==> config.mk <==
export PLATFORM = sky130hd
export DESIGN_NAME = conv_window3
export DESIGN_NICKNAME = d
export VERILOG_FILES = /design/src/rtl/conv_window3_pkg.sv /design/src/rtl/conv_window3_line_buffer.sv /design/src/rtl/conv_window3.sv
export SDC_FILE = /design/constraint.sdc
export NUM_CORES = 2
export LEC_CHECK = 0
export BUFFER_PORTS_ARGS = -buffer_cell sky130_fd_sc_hd__buf_2
export CELL_PAD_IN_SITES_DETAIL_PLACEMENT = 1
export CELL_PAD_IN_SITES_GLOBAL_PLACEMENT = 1
export CORE_UTILIZATION = 40
export DETAILED_ROUTE_END_ITERATION = 10
export GPL_TIMING_DRIVEN = 0
export PLACE_DENSITY = 0.71
export SETUP_SLACK_MARGIN = 0.15
export SYNTH_ARGS = -nofsm -noshare
export SYNTH_HDL_FRONTEND = slang
export SYNTH_HIERARCHICAL = 1
export SYNTH_SLANG_ARGS = --single-unit
export TNS_END_PERCENT = 10
==> constraint.sdc <==
create_clock -name clk -period 11.85 [get_ports clk]
set_input_delay 3.555 -clock clk [delete_from_list [all_inputs] [get_ports clk]]
set_output_delay 3.555 -clock clk [all_outputs]
set_load 0.1 [all_outputs]
==> src/rtl/conv_window3_pkg.sv <==
// Shared constants, element type and window index helper for the 3x3 window generator.
package conv_pkg;

  localparam int K          = 3;
  localparam int ELEM_WIDTH = 8;

  typedef logic signed [ELEM_WIDTH-1:0] elem_t;

  // Flat window index: r/c = 0 is the oldest row/column.
  function automatic int unsigned win_idx(input int unsigned r, input int unsigned c,
                                          input int unsigned ch, input int unsigned n_ch);
    return (r * K + c) * n_ch + ch;
  endfunction

endpackage

==> src/rtl/conv_window3_line_buffer.sv <==
// Single-port line buffer: combinational read at addr, write on the same address when en.
module line_buffer #(
  parameter  int DEPTH = 28,
  parameter  int DW    = 24,
  localparam int AW    = (DEPTH > 1) ? $clog2(DEPTH) : 1
) (
  input  logic          clk,
  input  logic          en,
  input  logic [AW-1:0] addr,
  input  logic [DW-1:0] wdata,
  output logic [DW-1:0] rdata
);

  logic [DW-1:0] mem [DEPTH];

  assign rdata = mem[addr];

  always_ff @(posedge clk) begin
    if (en) mem[addr] <= wdata;
  end

endmodule

==> src/rtl/conv_window3.sv <==
// Streaming 3x3 valid-convolution window generator over a raster pixel stream.
// Optional win_last output enabled by defining CONV_WINDOW3_LAST_EN.
module conv_window3
  import conv_pkg::*;
#(
  parameter int WIDTH = 8,
  parameter int CH    = 3,
  parameter int IMG_W = 28,
  parameter int IMG_H = 28
) (
  input  logic                    clk,
  input  logic                    rst_n,
  input  logic                    pix_valid,
  output logic                    pix_ready,
  input  logic signed [WIDTH-1:0] pix_data [CH],
  output logic                    win_valid,
  input  logic                    win_ready,
  output logic signed [WIDTH-1:0] window [K*K*CH]
`ifdef CONV_WINDOW3_LAST_EN
  ,
  output logic                    win_last
`endif
);

  localparam int CW = $clog2(IMG_W);
  localparam int RW = $clog2(IMG_H);
  localparam int DW = WIDTH * CH;

  localparam logic [CW-1:0] COL_LAST  = CW'(IMG_W - 1);
  localparam logic [RW-1:0] ROW_LAST  = RW'(IMG_H - 1);
  localparam logic [CW-1:0] COL_FIRST = CW'(K - 1);
  localparam logic [RW-1:0] ROW_FIRST = RW'(K - 1);

  logic [CW-1:0] col;
  logic [RW-1:0] row;
  logic          accept;
  logic          load;
  logic [DW-1:0] pix_flat;
  logic [DW-1:0] rd0;
  logic [DW-1:0] rd1;

  // Only the two older columns are registered; the third comes straight from the
  // line buffers and the input, so the window loads in the same edge as the accept.
  logic signed [WIDTH-1:0] sr     [K-1][K][CH];
  logic signed [WIDTH-1:0] newcol [K][CH];

  assign pix_ready = !win_valid || win_ready;
  assign accept    = pix_valid && pix_ready;
  assign load      = accept && (row >= ROW_FIRST) && (col >= COL_FIRST);

  always_comb begin
    pix_flat = '0;
    newcol   = '{default: '0};
    for (int unsigned ch = 0; ch < CH; ch++) begin
      pix_flat[ch*WIDTH +: WIDTH] = pix_data[ch];
      newcol[0][ch]               = rd1[ch*WIDTH +: WIDTH];
      newcol[1][ch]               = rd0[ch*WIDTH +: WIDTH];
      newcol[2][ch]               = pix_data[ch];
    end
  end

  line_buffer #(.DEPTH(IMG_W), .DW(DW)) u_lb_row1 (
    .clk   (clk),
    .en    (accept),
    .addr  (col),
    .wdata (pix_flat),
    .rdata (rd0)
  );

  line_buffer #(.DEPTH(IMG_W), .DW(DW)) u_lb_row2 (
    .clk   (clk),
    .en    (accept),
    .addr  (col),
    .wdata (rd0),
    .rdata (rd1)
  );

  always_ff @(posedge clk) begin
    if (accept) begin
      sr[0] <= sr[1];
      sr[1] <= newcol;
    end
  end

  always_ff @(posedge clk) begin
    if (!rst_n) begin
      col       <= '0;
      row       <= '0;
      win_valid <= 1'b0;
`ifdef CONV_WINDOW3_LAST_EN
      win_last  <= 1'b0;
`endif
      for (int unsigned i = 0; i < K*K*CH; i++) window[i] <= '0;
    end else begin
      if (accept) begin
        if (col == COL_LAST) begin
          col <= '0;
          row <= (row == ROW_LAST) ? '0 : row + 1'b1;
        end else begin
          col <= col + 1'b1;
        end
      end

      if (load) begin
        win_valid <= 1'b1;
`ifdef CONV_WINDOW3_LAST_EN
        win_last  <= (row == ROW_LAST) && (col == COL_LAST);
`endif
        for (int unsigned r = 0; r < K; r++) begin
          for (int unsigned c = 0; c < K; c++) begin
            for (int unsigned ch = 0; ch < CH; ch++) begin
              if (c == 0)      window[win_idx(r, c, ch, CH)] <= sr[0][r][ch];
              else if (c == 1) window[win_idx(r, c, ch, CH)] <= sr[1][r][ch];
              else             window[win_idx(r, c, ch, CH)] <= newcol[r][ch];
            end
          end
        end
      end else if (win_ready) begin
        win_valid <= 1'b0;
`ifdef CONV_WINDOW3_LAST_EN
        win_last  <= 1'b0;
`endif
      end
    end
  end

endmodule
## Yosys cells after proc, flatten, opt, wreduce, memory -nomap -nowiden

Memories as Yosys holds them, arrays and structs flattened. A register that Yosys moved wholly into a read port is not among the register bits.
Cells that the tools add are included.

| storage, ports and cells | value |
|---|---|
| input port bits | 28 |
| memories | 3 |
| bits in writable memories | 1488 |
| flip-flop bits (word level) | 155 |
| word-level logic and storage cells | 48 |
| output and inout port bits | 218 |
| bits in read-only memories | 0 |
| latch bits | 0 |

| cells by class | value |
|---|---|
| magnitude comparators | 2 |
| eq/ne operators | 2 |
| divide/modulo/power cells | 0 |
| reduce and logical (&&, ||, !) cells | 8 |
| muxes and demuxes | 10 |
| $mul | 0 |
| shifts and indexed selects | 0 |
| add/subtract/negate cells | 2 |
| bitwise gates (word level) | 0 |

Memory list:

| memory | words | bits a word | read ports | clocked after Yosys merged registers in | write ports | RTL line | text |
|---|---|---|---|---|---|---|---|
| u_lb_row1.mem | 28 | 24 | 1 | 1 | 1 | conv_window3_line_buffer.sv:14 | `logic [DW-1:0] mem [DEPTH];` |
| u_lb_row2.mem | 28 | 24 | 1 | 1 | 1 | conv_window3_line_buffer.sv:14 |  |
| sr | 2 | 72 | 2 | 1 | 2 | conv_window3.sv:44 | `logic signed [WIDTH-1:0] sr [K-1][K][CH];` |

Operators with widths:

| operator | number |
|---|---|
| $mux W5 | 6 |
| $add A5 B1 Y5 const B | 2 |
| $eq A5 B5 Y1 const B | 2 |
| $ge A5 B2 Y1 const B | 2 |
| $mux W1 | 4 |
| $logic_and A1 B1 Y1 | 3 |
| $logic_not A1 Y1 | 2 |
| $reduce_and A2 Y1 | 1 |
| $reduce_bool A2 Y1 | 1 |
| $logic_or A1 B1 Y1 | 1 |

## Longest topological paths before layout

| logic depth | value |
|---|---|
| depth after elaboration | 6 |
| gate-level depth with buffers | 10 |
| gate-level depth less buffers | 6 |

## Modules after synthesis

Netlist, hierarchy kept.

Modules (own cells, without submodules):

| module | area an instance (um2) | cells an instance | seq. area each (um2) | instances |
|---|---|---|---|---|
| line_buffer at u_lb_row1 | 25972.4 | 1274 | 20179.4 | 1 |
| line_buffer at u_lb_row2 | 25901.1 | 1312 | 20179.4 | 1 |
| conv_window3 | 13420.4 | 1148 | 8868.5 | 1 |

## Least setup slack after synthesis

OpenSTA, ideal clock, no wires.

| timing | value |
|---|---|
| path kind | input -> register |
| start | input port win_ready |
| end | memory u_lb_row1.mem[5][0] (enable) |
| setup time | 435 ps |
| buffers on the path | 0 |
| cell stages on the path | 5 |
| arrival | 10194 ps |
| slack | 1221 ps |
| data required time | 11415 ps |
| cells stage by stage | nand2b_1 nand2_1 inv_1 nand3b_1 nor3_1 |

| between the ends | value |
|---|---|
| word-level cells in the longest chain between the ends | 4 |

RTL lines:

| item | RTL line | text |
|---|---|---|
| start, declared | conv_window3.sv:17 | `input logic win_ready,` |
| $logic_or A1 B1 Y1 | conv_window3.sv:47 | `assign pix_ready = !win_valid \|\| win_ready;` |
| $logic_and A1 B1 Y1 | conv_window3.sv:48 | `assign accept = pix_valid && pix_ready;` |
| net accept | conv_window3.sv:36 | `logic accept;` |
| $mux W1 | conv_window3_line_buffer.sv:19 | `if (en) mem[addr] <= wdata;` |
| $mux W1 (implied by the code) | conv_window3_line_buffer.sv:19 |  |
| end, declared | conv_window3_line_buffer.sv:14 |  |

The timed path passes the listed nets, and every way through them passes these cells.

## Final worst setup path

| timing | value |
|---|---|
| start | input port win_ready |
| end | output port pix_ready |

| between the ends | value |
|---|---|
| word-level cells in the longest chain between the ends | 1 |

RTL lines:

| item | RTL line | text |
|---|---|---|
| $logic_or A1 B1 Y1 | conv_window3.sv:47 |  |
| end, declared | conv_window3.sv:14 | `output logic pix_ready,` |

No other way between the ends.

==> results.toml <==
[timing]
relSlewSlack = 0.2379
rsz0062_at_grt = "no"
skew_ns = 0.05779
whs_ns = 0.4502
hold_viol = 0
finalCriticalPeriod_ns = 7.983
timing.fmax_ghz = 0.1253
period_share = 0.6736
finalSetupViolations = 0
slew_viol_final = 0
tightest_slew_ns = 1.139

[logic_synthesis]
synth_top_cell_by_area = "edfxtp_1"
postSynthCellCount = 3734
ys_top_cells_by_count = "edfxtp_1, mux2i_1, nand2_1"
synth_warnings = 6
synthMostInstantiatedCell = "edfxtp_1"
synth_top_area_frac = 0.6843
yosys-top-cells-area = "edfxtp_1, mux2i_1, dfxtp_1, mux4_2, nand2_1"
synth_cell_types = 60
synthArstFlopShare = 0
yosysSeqAreaShare = 0.7539
syn_area_um2 = 65290
ys_ff_latch = 1715
synth_edf_count = 1488
ys.flop_type = "edfxtp_1"
syn_nets = 3766
syn_area_per_cell_um2 = 17.49

[detailed_routing]
vias_per_cell = 5.580
routedWlPerCell_um = 28.63
dr.first_iter.drc_count = 3608
drc = 0
detail-route-antenna-nets = 0
finalWirelength_um = 187200
drtPass1Iterations = 5
dr_total_vias = 36490

[cts]
post-cts-setup-buffers = 0
clock_latency_ns = 0.81
cts_hold_buf = 0
htree_levels = 4
cts_max_path_buffers = 3
cts.repair.resized = 0
cts_root_buf = "clkbuf_16"
cts_buffers = 169
clkTransAtPathRegs_ns = 0.06
cts_tree = "yes"
cts_sinks = 1715

[global_routing]
grt_usage = 0.2246
overflow = 0
antenna_found_initial = 12
grt_pass1_wl_um = 267000
grt_max_degree = 124
first_global_vias = 37820

[final_layout]
stdcell_count = 6540
layout.nets = 4272
drive_gt1_frac = 0.2153
fin_util = 0.4722
area_delta_synth_final_pct = 16.65

[worst_setup_path]
cp_top_family = "buffers and inverters"
worstReg2RegStart = "col[2]"
path_cells = "buf_2 > nand2b_1 > buf_2"
cp_slowest_stage_delay_ns = 0.50
cp.required_ns = 8.30
worstSetupPathType = "in -> out"
ff2ff_setup_slack_ns = 7.46
crit_end = "pix_ready"
end_kind = "output port"
worstSetupStartpoint = "win_ready"
r2r_end = "u_lb_row2/mem[27][6]"
path_buf_inv = 2
crit_arrival_ns = 4.43
r2r.worst_path.cells = 9
start_kind = "input port"
critical_path_depth = 3
cp_max_fo = 6
crit_path_frequent_cell = "buf_2"
crit_slowest_cell = "buf_2"

[worst_hold_path]
hp-class = "reg -> reg"

[power_and_ir_drop]
p_leak_nw = 24.99
pwr_density_cell_nw_per_um2 = 170.7
peakVddDrop_uv = 149.3

[placed_design]
gp_congestion = 0.8612
post-place-cells = 6229
place_hpwl_um = 125600
io_buffers = 244

[floorplan]
row_count = 147
start_util = 0.4048
core_um2 = 161300
die_w_um = 406.0
dieArea_um2 = 164900
pin_count = 246
fp.dieH_um = 406.0

[status]
status = "finished, final reports clean"

[flow_run]
cap_violations = 0
metal layers:
layer | GRT usage | vias up | wire length, µm
li1 | - | 15460 | -
met1 | 0.3021 | 19350 | 77750
met2 | 0.3762 | 1424 | 92390
met3 | 0.03462 | 256 | 12220
met4 | 0.06627 | 2 | 4871
met5 | 0 | - | 12
state kept, by name, indices dropped and copies added, names as in the netlist:
name	cells
col	5
u_lb_row1/mem	672
win_valid	1
window	216
sr	144
row	5
u_lb_row2/mem	672
stage by stage:
stage / worst slack [ns] / power, W / setup TNS [ns] / area, µm²
6_report: 3.867 / 0.01300 / 0 / 76160
5_1_grt: 3.846 / 0.01333 / 0 / 76160
4_1_cts: 3.869 / 0.01307 / 0 / 76150
3_5_place_dp: 3.876 / 0.007886 / 0 / 70730
3_3_place_gp: -2.168 / 0.007802 / -1153.10 / 69220
2_1_floorplan: 1.221 / 0.007412 / 0 / 65290
cells in the final DEF, fill, tap and decap left out, types with 5 or more instances in the layout:
cell and count:
edfxtp_1 1488, mux2i_1 603, nand2_1 552, buf_2 303
dfxtp_1 227, clkbuf_16 172, mux4_2 156, clkbuf_1 149
o22ai_1 89, buf_4 67, buf_6 56, nor2_4 46
a22oi_1 45, nand4_1 41, nor2_1 32, nand3_1 32
clkinv_1 28, clkinv_2 24, a21oi_1 24, o211ai_1 23
mux2_2 20, a211oi_2 16, nor2b_1 13, nand3b_1 12
buf_16 10, clkinv_16 9, a211oi_1 8, clkbuf_8 8
nor3_2 8, buf_8 7, bufinv_16 6, buf_12 6
inv_1 5, clkinvlp_4 5, nor3_1 5
cell families after synthesis:
| logic type | after synthesis | share of synthesized area |
|---|---|---|
| simple gates | 773 | 0.04963 |
| flops | 1715 | 0.7539 |
| buf+inv | 225 | 0.01951 |
| xor+xnor | 1 | 0.0001342 |
| mux | 780 | 0.1499 |
| compound gates | 236 | 0.02610 |
| fa+ha+maj | 4 | 0.0007665 |
cell type report:
type                            count  area, µm²
Antenna cell                        4      10.01
Buffer                            218       1247
Clock buffer                      229       4602
Clock inverter                     78      818.3
Fill cell                       15420      85140
Inverter                            7      33.78
Multi-Input combinational cell   1794      15220
Sequential cell                  1715      49230
Tap cell                         2160       2703
Timing Repair Buffer              335       2297
worst min path at each step:
stage | start | to | slack (ns) | cells past startpoint
CTS | sr[1][44] | sr[0][44] | 0.45 | 0
detailed placement | sr[1][9] | sr[0][9] | 0.44 | 0
floorplan | sr[1][0] | sr[0][0] | 0.43 | 0
global placement | sr[1][20] | sr[0][20] | 0.43 | 0
finish | sr[1][9] | sr[0][9] | 0.45 | 0
global route | sr[1][9] | sr[0][9] | 0.45 | 0
where the power goes:
group / leakage [nW] / total, W / internal, W / switching, W
clock: 2.61 / 0.00524 / 0.00289 / 0.00235
combinational: 7.05 / 0.000971 / 0.000310 / 0.000661
sequential: 15.3 / 0.00679 / 0.00676 / 0.0000339
total: 25.0 / 0.0130 / 0.00996 / 0.00304
worst reg2reg max path, cell delays in order, from the launching register on:
cell      delay [ns]
dfxtp_1         0.46
clkbuf_1        0.36
nand4b_1        0.44
clkbuf_1        0.70
o22ai_1         0.15
a211oi_1        0.83
o211ai_1        0.46
buf_4           0.34
buf_4           0.21
buf_4           0.20
Note: power is estimated with default switching activity, not from simulation.
